<file path="config.mk">
export PLATFORM = sky130hd
export DESIGN_NAME = cmp_flag_unit
export DESIGN_NICKNAME = d
export VERILOG_FILES = /design/src/rtl/cmp_flag_unit.sv
export SDC_FILE = /design/constraint.sdc
export NUM_CORES = 1
export LEC_CHECK = 0
export BUFFER_PORTS_ARGS = -buffer_cell sky130_fd_sc_hd__buf_2
export CAP_MARGIN = 20
export CORE_MARGIN = 3
export CORE_UTILIZATION = 59
export DETAILED_ROUTE_END_ITERATION = 8
export HOLD_SLACK_MARGIN = 0.08
export PLACE_DENSITY_LB_ADDON = 0.08
export SYNTH_ARGS = -nofsm -noshare
export SYNTH_HDL_FRONTEND = slang
export SYNTH_SLANG_ARGS = --single-unit
export TNS_END_PERCENT = 50
</file>
<file path="constraint.sdc">
create_clock -name clk -period 4.3 [get_ports clk]
set_input_delay 0.43 -clock clk [delete_from_list [all_inputs] [get_ports clk]]
set_output_delay 0.43 -clock clk [all_outputs]
set_load 0.1 [all_outputs]
</file>
<file path="src/rtl/cmp_flag_unit.sv">
// rtl/cmp_flag_unit.sv - multi-cycle CMP/CMN/TST/TEQ evaluator owning the NZCV flag register
//
// Processes two WIDTH-bit operands CHUNK bits per cycle, LSB chunk first,
// and updates the {N,Z,C,V} flag register on completion when requested.
//
// Optional feature macro: CMP_COND_EN (adds cond / cond_pass condition check)
//
// Ports:
//   clk         in   1      system clock, rising edge
//   rst_n       in   1      asynchronous active-low reset
//   in_valid    in   1      request valid
//   in_ready    out  1      high only in IDLE
//   op_a        in   WIDTH  first operand
//   op_b        in   WIDTH  second operand
//   mode        in   2      0=CMP(a-b) 1=CMN(a+b) 2=TST(a&b) 3=TEQ(a^b)
//   set_flags   in   1      write flags on completion
//   flag_wr     in   1      external flag write
//   flag_wdata  in   4      external flag value {N,Z,C,V}
//   flag_out    out  4      flag register {N,Z,C,V}
//   done        out  1      one-cycle completion pulse
//   busy        out  1      high in RUN
//   cond        in   4      condition code (CMP_COND_EN only)
//   cond_pass   out  1      condition holds for current flags (CMP_COND_EN only)

module cmp_flag_unit #(
  parameter int WIDTH = 32,
  parameter int CHUNK = 8,
  parameter int STEPS = WIDTH / CHUNK
) (
  input  logic             clk,
  input  logic             rst_n,
  input  logic             in_valid,
  output logic             in_ready,
  input  logic [WIDTH-1:0] op_a,
  input  logic [WIDTH-1:0] op_b,
  input  logic [1:0]       mode,
  input  logic             set_flags,
  input  logic             flag_wr,
  input  logic [3:0]       flag_wdata,
  output logic [3:0]       flag_out,
  output logic             done,
  output logic             busy
`ifdef CMP_COND_EN
  ,
  input  logic [3:0]       cond,
  output logic [0:0]       cond_pass
`endif
);

  localparam int SW = (STEPS > 1) ? $clog2(STEPS) : 1;
  localparam logic [SW-1:0] LAST_STEP = SW'(STEPS - 1);

  typedef enum logic {
    ST_IDLE = 1'b0,
    ST_RUN  = 1'b1
  } state_e;

  typedef enum logic [1:0] {
    MODE_CMP = 2'd0,
    MODE_CMN = 2'd1,
    MODE_TST = 2'd2,
    MODE_TEQ = 2'd3
  } mode_e;

  state_e            state_q, state_d;
  logic [WIDTH-1:0]  a_q, a_d;
  logic [WIDTH-1:0]  b_q, b_d;
  mode_e             mode_q, mode_d;
  logic              setf_q, setf_d;
  logic              carry_q, carry_d;
  logic              z_q, z_d;
  logic [SW-1:0]     step_q, step_d;
  logic [3:0]        flag_q, flag_d;
  logic              done_q, done_d;

  // Datapath for the chunk currently at the bottom of the operand shifters.
  logic [CHUNK-1:0]  a_c, b_c, b_eff, r_c;
  logic [CHUNK:0]    sum;
  logic              last_step;
  logic              n_new, z_new, c_new, v_new;
  logic              a_msb, b_msb;

  always_comb begin
    a_c   = a_q[CHUNK-1:0];
    b_c   = b_q[CHUNK-1:0];
    // CMP is a + ~b + 1; the +1 enters as the initial carry set on accept.
    b_eff = (mode_q == MODE_CMP) ? ~b_c : b_c;
    sum   = {1'b0, a_c} + {1'b0, b_eff} + {{CHUNK{1'b0}}, carry_q};

    case (mode_q)
      MODE_CMP, MODE_CMN: r_c = sum[CHUNK-1:0];
      MODE_TST:           r_c = a_c & b_c;
      default:            r_c = a_c ^ b_c;
    endcase

    last_step = (step_q == LAST_STEP);

    // Only meaningful on the last step, when the MSB chunk is at the bottom.
    a_msb = a_c[CHUNK-1];
    b_msb = b_c[CHUNK-1];
    n_new = r_c[CHUNK-1];
    z_new = z_q & (r_c == '0);

    c_new = flag_q[1];
    v_new = flag_q[0];
    case (mode_q)
      MODE_CMP: begin
        c_new = sum[CHUNK];
        v_new = (a_msb != b_msb) && (n_new != a_msb);
      end
      MODE_CMN: begin
        c_new = sum[CHUNK];
        v_new = (a_msb == b_msb) && (n_new != a_msb);
      end
      default: begin
        c_new = flag_q[1];
        v_new = flag_q[0];
      end
    endcase
  end

  always_comb begin
    state_d = state_q;
    a_d     = a_q;
    b_d     = b_q;
    mode_d  = mode_q;
    setf_d  = setf_q;
    carry_d = carry_q;
    z_d     = z_q;
    step_d  = step_q;
    flag_d  = flag_q;
    done_d  = 1'b0;

    // External write first, so a flag-setting completion below overrides it.
    if (flag_wr) begin
      flag_d = flag_wdata;
    end

    case (state_q)
      ST_IDLE: begin
        if (in_valid) begin
          a_d     = op_a;
          b_d     = op_b;
          mode_d  = mode_e'(mode);
          setf_d  = set_flags;
          carry_d = (mode_e'(mode) == MODE_CMP);
          z_d     = 1'b1;
          step_d  = '0;
          state_d = ST_RUN;
        end
      end
      ST_RUN: begin
        a_d     = a_q >> CHUNK;
        b_d     = b_q >> CHUNK;
        carry_d = sum[CHUNK];
        z_d     = z_new;
        step_d  = step_q + 1'b1;
        if (last_step) begin
          state_d = ST_IDLE;
          done_d  = 1'b1;
          if (setf_q) begin
            flag_d = {n_new, z_new, c_new, v_new};
          end
        end
      end
      default: begin
        state_d = ST_IDLE;
      end
    endcase
  end

  always_ff @(posedge clk or negedge rst_n) begin
    if (!rst_n) begin
      state_q <= ST_IDLE;
      a_q     <= '0;
      b_q     <= '0;
      mode_q  <= MODE_CMP;
      setf_q  <= 1'b0;
      carry_q <= 1'b0;
      z_q     <= 1'b0;
      step_q  <= '0;
      flag_q  <= 4'b0000;
      done_q  <= 1'b0;
    end else begin
      state_q <= state_d;
      a_q     <= a_d;
      b_q     <= b_d;
      mode_q  <= mode_d;
      setf_q  <= setf_d;
      carry_q <= carry_d;
      z_q     <= z_d;
      step_q  <= step_d;
      flag_q  <= flag_d;
      done_q  <= done_d;
    end
  end

  assign in_ready = (state_q == ST_IDLE);
  assign busy     = (state_q == ST_RUN);
  assign done     = done_q;
  assign flag_out = flag_q;

`ifdef CMP_COND_EN
  logic fn, fz, fc, fv;

  always_comb begin
    {fn, fz, fc, fv} = flag_q;
    cond_pass = 1'b0;
    case (cond)
      4'h0:    cond_pass = fz;                    // EQ
      4'h1:    cond_pass = ~fz;                   // NE
      4'h2:    cond_pass = fc;                    // CS
      4'h3:    cond_pass = ~fc;                   // CC
      4'h4:    cond_pass = fn;                    // MI
      4'h5:    cond_pass = ~fn;                   // PL
      4'h6:    cond_pass = fv;                    // VS
      4'h7:    cond_pass = ~fv;                   // VC
      4'h8:    cond_pass = fc & ~fz;              // HI
      4'h9:    cond_pass = ~fc | fz;              // LS
      4'hA:    cond_pass = (fn == fv);            // GE
      4'hB:    cond_pass = (fn != fv);            // LT
      4'hC:    cond_pass = ~fz & (fn == fv);      // GT
      4'hD:    cond_pass = fz | (fn != fv);       // LE
      default: cond_pass = 1'b1;                  // AL (14 and 15)
    endcase
  end
`endif

endmodule

</file>
==> impl_metrics.json <==
{
  "async_flop_share_pct": 100.0,
  "report.final.slew_viol_count": 0,
  "worst_pin_slew_ns": 0.9354,
  "synth_seq_area_share_pct": 47.40,
  "num_rows": 29,
  "port_buffers": 81,
  "skew_ns": 0.007133,
  "hold_path_class": "in2async",
  "coreArea_sq_mm": 0.006495,
  "post-synth-top-count-cell": "dfrtp_1",
  "dieArea_sq_mm": 0.007922,
  "die_y_microns": 89.01,
  "ir_worst_vdd_v": 0.0003559,
  "wire_per_inst_microns": 15.18,
  "cts.path.max_buffers": 2,
  "grt_pass1_vias": 2905,
  "synth_cell_types": 40,
  "gp_congestion": 0.8899,
  "holdBufCountCts": 0,
  "synth_nets": 485,
  "die_w_microns": 89.01,
  "arrival_ns": 3.27,
  "synth_top_area_cell": "dfrtp_1",
  "period_needed_ns": 3.058,
  "nNetsFinal": 557,
  "vias_per_cell": 5.420,
  "cts_setup_buffers": 0,
  "gr-total-overflow": 0,
  "critical_path_peak_fanout": 9,
  "fmax_ghz": 0.3270,
  "numCtsBuffers": 9,
  "p_per_area_mw_per_mm2": 713.5,
  "clkLatencyLatePin_ns": 0.34,
  "start_kind": "register",
  "worstSetupPathType": "reg2reg",
  "synth_top_area_share_pct": 47.40,
  "p_leak_nw": 2.365,
  "area_growth_pct": 14.68,
  "start_util_pct": 62.59,
  "clk_pin_slew_worst_paths_ns": 0.08,
  "routed_wl_microns": 8275,
  "synth_seq_cells": 77,
  "cts.repair.resized": 0,
  "htreeDepth": 3,
  "synth_common_cells": "dfrtp_1 (77), mux2i_1 (64), nand2_1 (55)",
  "diodes": 0,
  "netlist_area_sq_mm": 0.004065,
  "dr.pass1.iters": 4,
  "drc": 0,
  "end_kind": "register",
  "slew-limit-headroom_pct": 37.64,
  "layout-drive-gt1-share_pct": 23.72,
  "rsz0062_at_grt": "false",
  "finalSetupViolCount": 0,
  "hold_slack_ns": 0.2256,
  "ant_nets": 0,
  "worst_ep_required_time_ns": 4.51,
  "drt-initial-drc-count": 125,
  "synth_edf_count": 0,
  "cts_root_buf": "clkbuf_8",
  "yosys_warnings": 0,
  "period_share_pct": 71.12,
  "grt_pass1_wl_microns": 13700,
  "clock-sinks": 77,
  "antenna_found_initial": 0,
  "outcome": "finished clean",
  "fin_setup_tns_ns": 0,
  "synth_ff_type": "dfrtp_1",
  "track_usage_pct": 22.50,
  "grt_max_degree": 89,
  "final_hold_viol_count": 0,
  "synth_area_leaders": "dfrtp_1 (47%), mux2i_1 (16%), o21ai_0 (5.2%)",
  "avgSynthCellArea_sq_um": 10.37,
  "synthCells": 392,
  "ios": 82,
  "drv_cap": 0,
  "route.vias.total": 2954,
  "hpwl_microns": 5958,
  "cts_tree": "built"
}
-- final cells by class --
class	count	area (sq um)
tap	77	96.34
fill	534	1833
clock inverter	4	25.02
timing repair buffer	83	425.4
multi-input combinational	285	2013
clock buffer	11	141.4
sequential	77	1931
inverter	8	30.03
-- critical path: stages, from the launching register on --
cell,delay (ns)
dfrtp_1,0.49
nor2_2,0.41
xnor2_1,0.16
fa_1,0.42
fa_1,0.42
nand2b_1,0.16
a21oi_1,0.19
a21oi_1,0.17
mux2i_4,0.22
a31oi_4,0.18
o22ai_1,0.10
-- metrics by stage --
| step | cells | cell area [sq um] | worst slack (ns) | util, % | total power [mW] |
|---|---|---|---|---|---|
| after global placement | 530 | 4496 | 1.383 | 69.22 | 2.769 |
| after CTS | 545 | 4662 | 1.253 | 71.78 | 3.351 |
| after floorplan | 392 | 4065 | 1.483 | - | 2.520 |
| after global routing | 545 | 4662 | 0.9895 | 71.78 | 3.598 |
| final | 545 | 4662 | 1.242 | 71.78 | 3.326 |
| after detailed placement | 530 | 4496 | 1.269 | 69.22 | 2.867 |
-- cells in the final DEF (no fill, tap or decap), types with 4 or more instances in the layout --
master / netlist / final
buf_2: 7 / 79
dfrtp_1: 77 / 76
mux2i_1: 64 / 64
nand2_1: 55 / 55
o21ai_0: 42 / 42
nor2_1: 31 / 31
ha_1: 16 / 16
o21ai_1: 13 / 13
xor2_1: 10 / 10
clkbuf_8: 0 / 10
inv_1: 8 / 8
a21oi_1: 7 / 7
mux2_2: 5 / 5
nor4_1: 4 / 4
buf_4: 1 / 4
-- power breakdown --
group | internal, mW | switching, mW | total (mW)
logic | 0.635 | 0.983 | 1.62
registers | 0.992 | 0.243 | 1.23
clock network | 0.220 | 0.253 | 0.474
-- routing by layer --
layer  vias up  wire length [microns]  GRT usage (%)
met1      1367                   3656          30.10
met3        16                    416          4.977
met4         0                    181          8.796
li1       1503                      -              -
met2        68                   4020          35.96
met5         -                      0              0
-- cell families (layout without fill, tap and decap cells) --
| family | Yosys count | count (layout) | synth area share [%] |
|---|---|---|---|
| AND/OR/NAND/NOR | 106 | 106 | 11.26 |
| adder cells (fa/ha/maj) | 18 | 18 | 5.910 |
| multiplexers | 71 | 71 | 18.07 |
| XOR/XNOR | 13 | 13 | 2.801 |
| AO/OA/AOI/OAI | 77 | 77 | 11.48 |
| buffers and inverters | 30 | 106 | 3.078 |
| flip-flops | 77 | 77 | 47.40 |
-- flip-flops by register name (all words and copies together), names as in the netlist --
name      flops
mode_q        2
a_q          32
setf_q        1
step_q        2
busy          1
carry_q       1
b_q          32
flag_out      4
z_q           1
done          1
-- path summary, 6_finish.rpt --
path	startpoint	slack (ns)	cells past startpoint	to
max reg2reg	mode_q[1]$_DFFE_PN0P_	1.24	10	z_q$_DFFE_PN0P_
max in group asynchronous	rst_n	3.39	1	busy$_DFF_PN0_
min reg2reg	step_q[0]$_DFFE_PN0P_	0.48	1	step_q[0]$_DFFE_PN0P_
max	mode_q[1]$_DFFE_PN0P_	1.24	10	z_q$_DFFE_PN0P_
min	rst_n	0.23	1	a_q[10]$_DFFE_PN0P_
min in group clk	op_b[31]	0.33	3	b_q[31]$_DFFE_PN0P_
(Power assumes the default switching activity.)
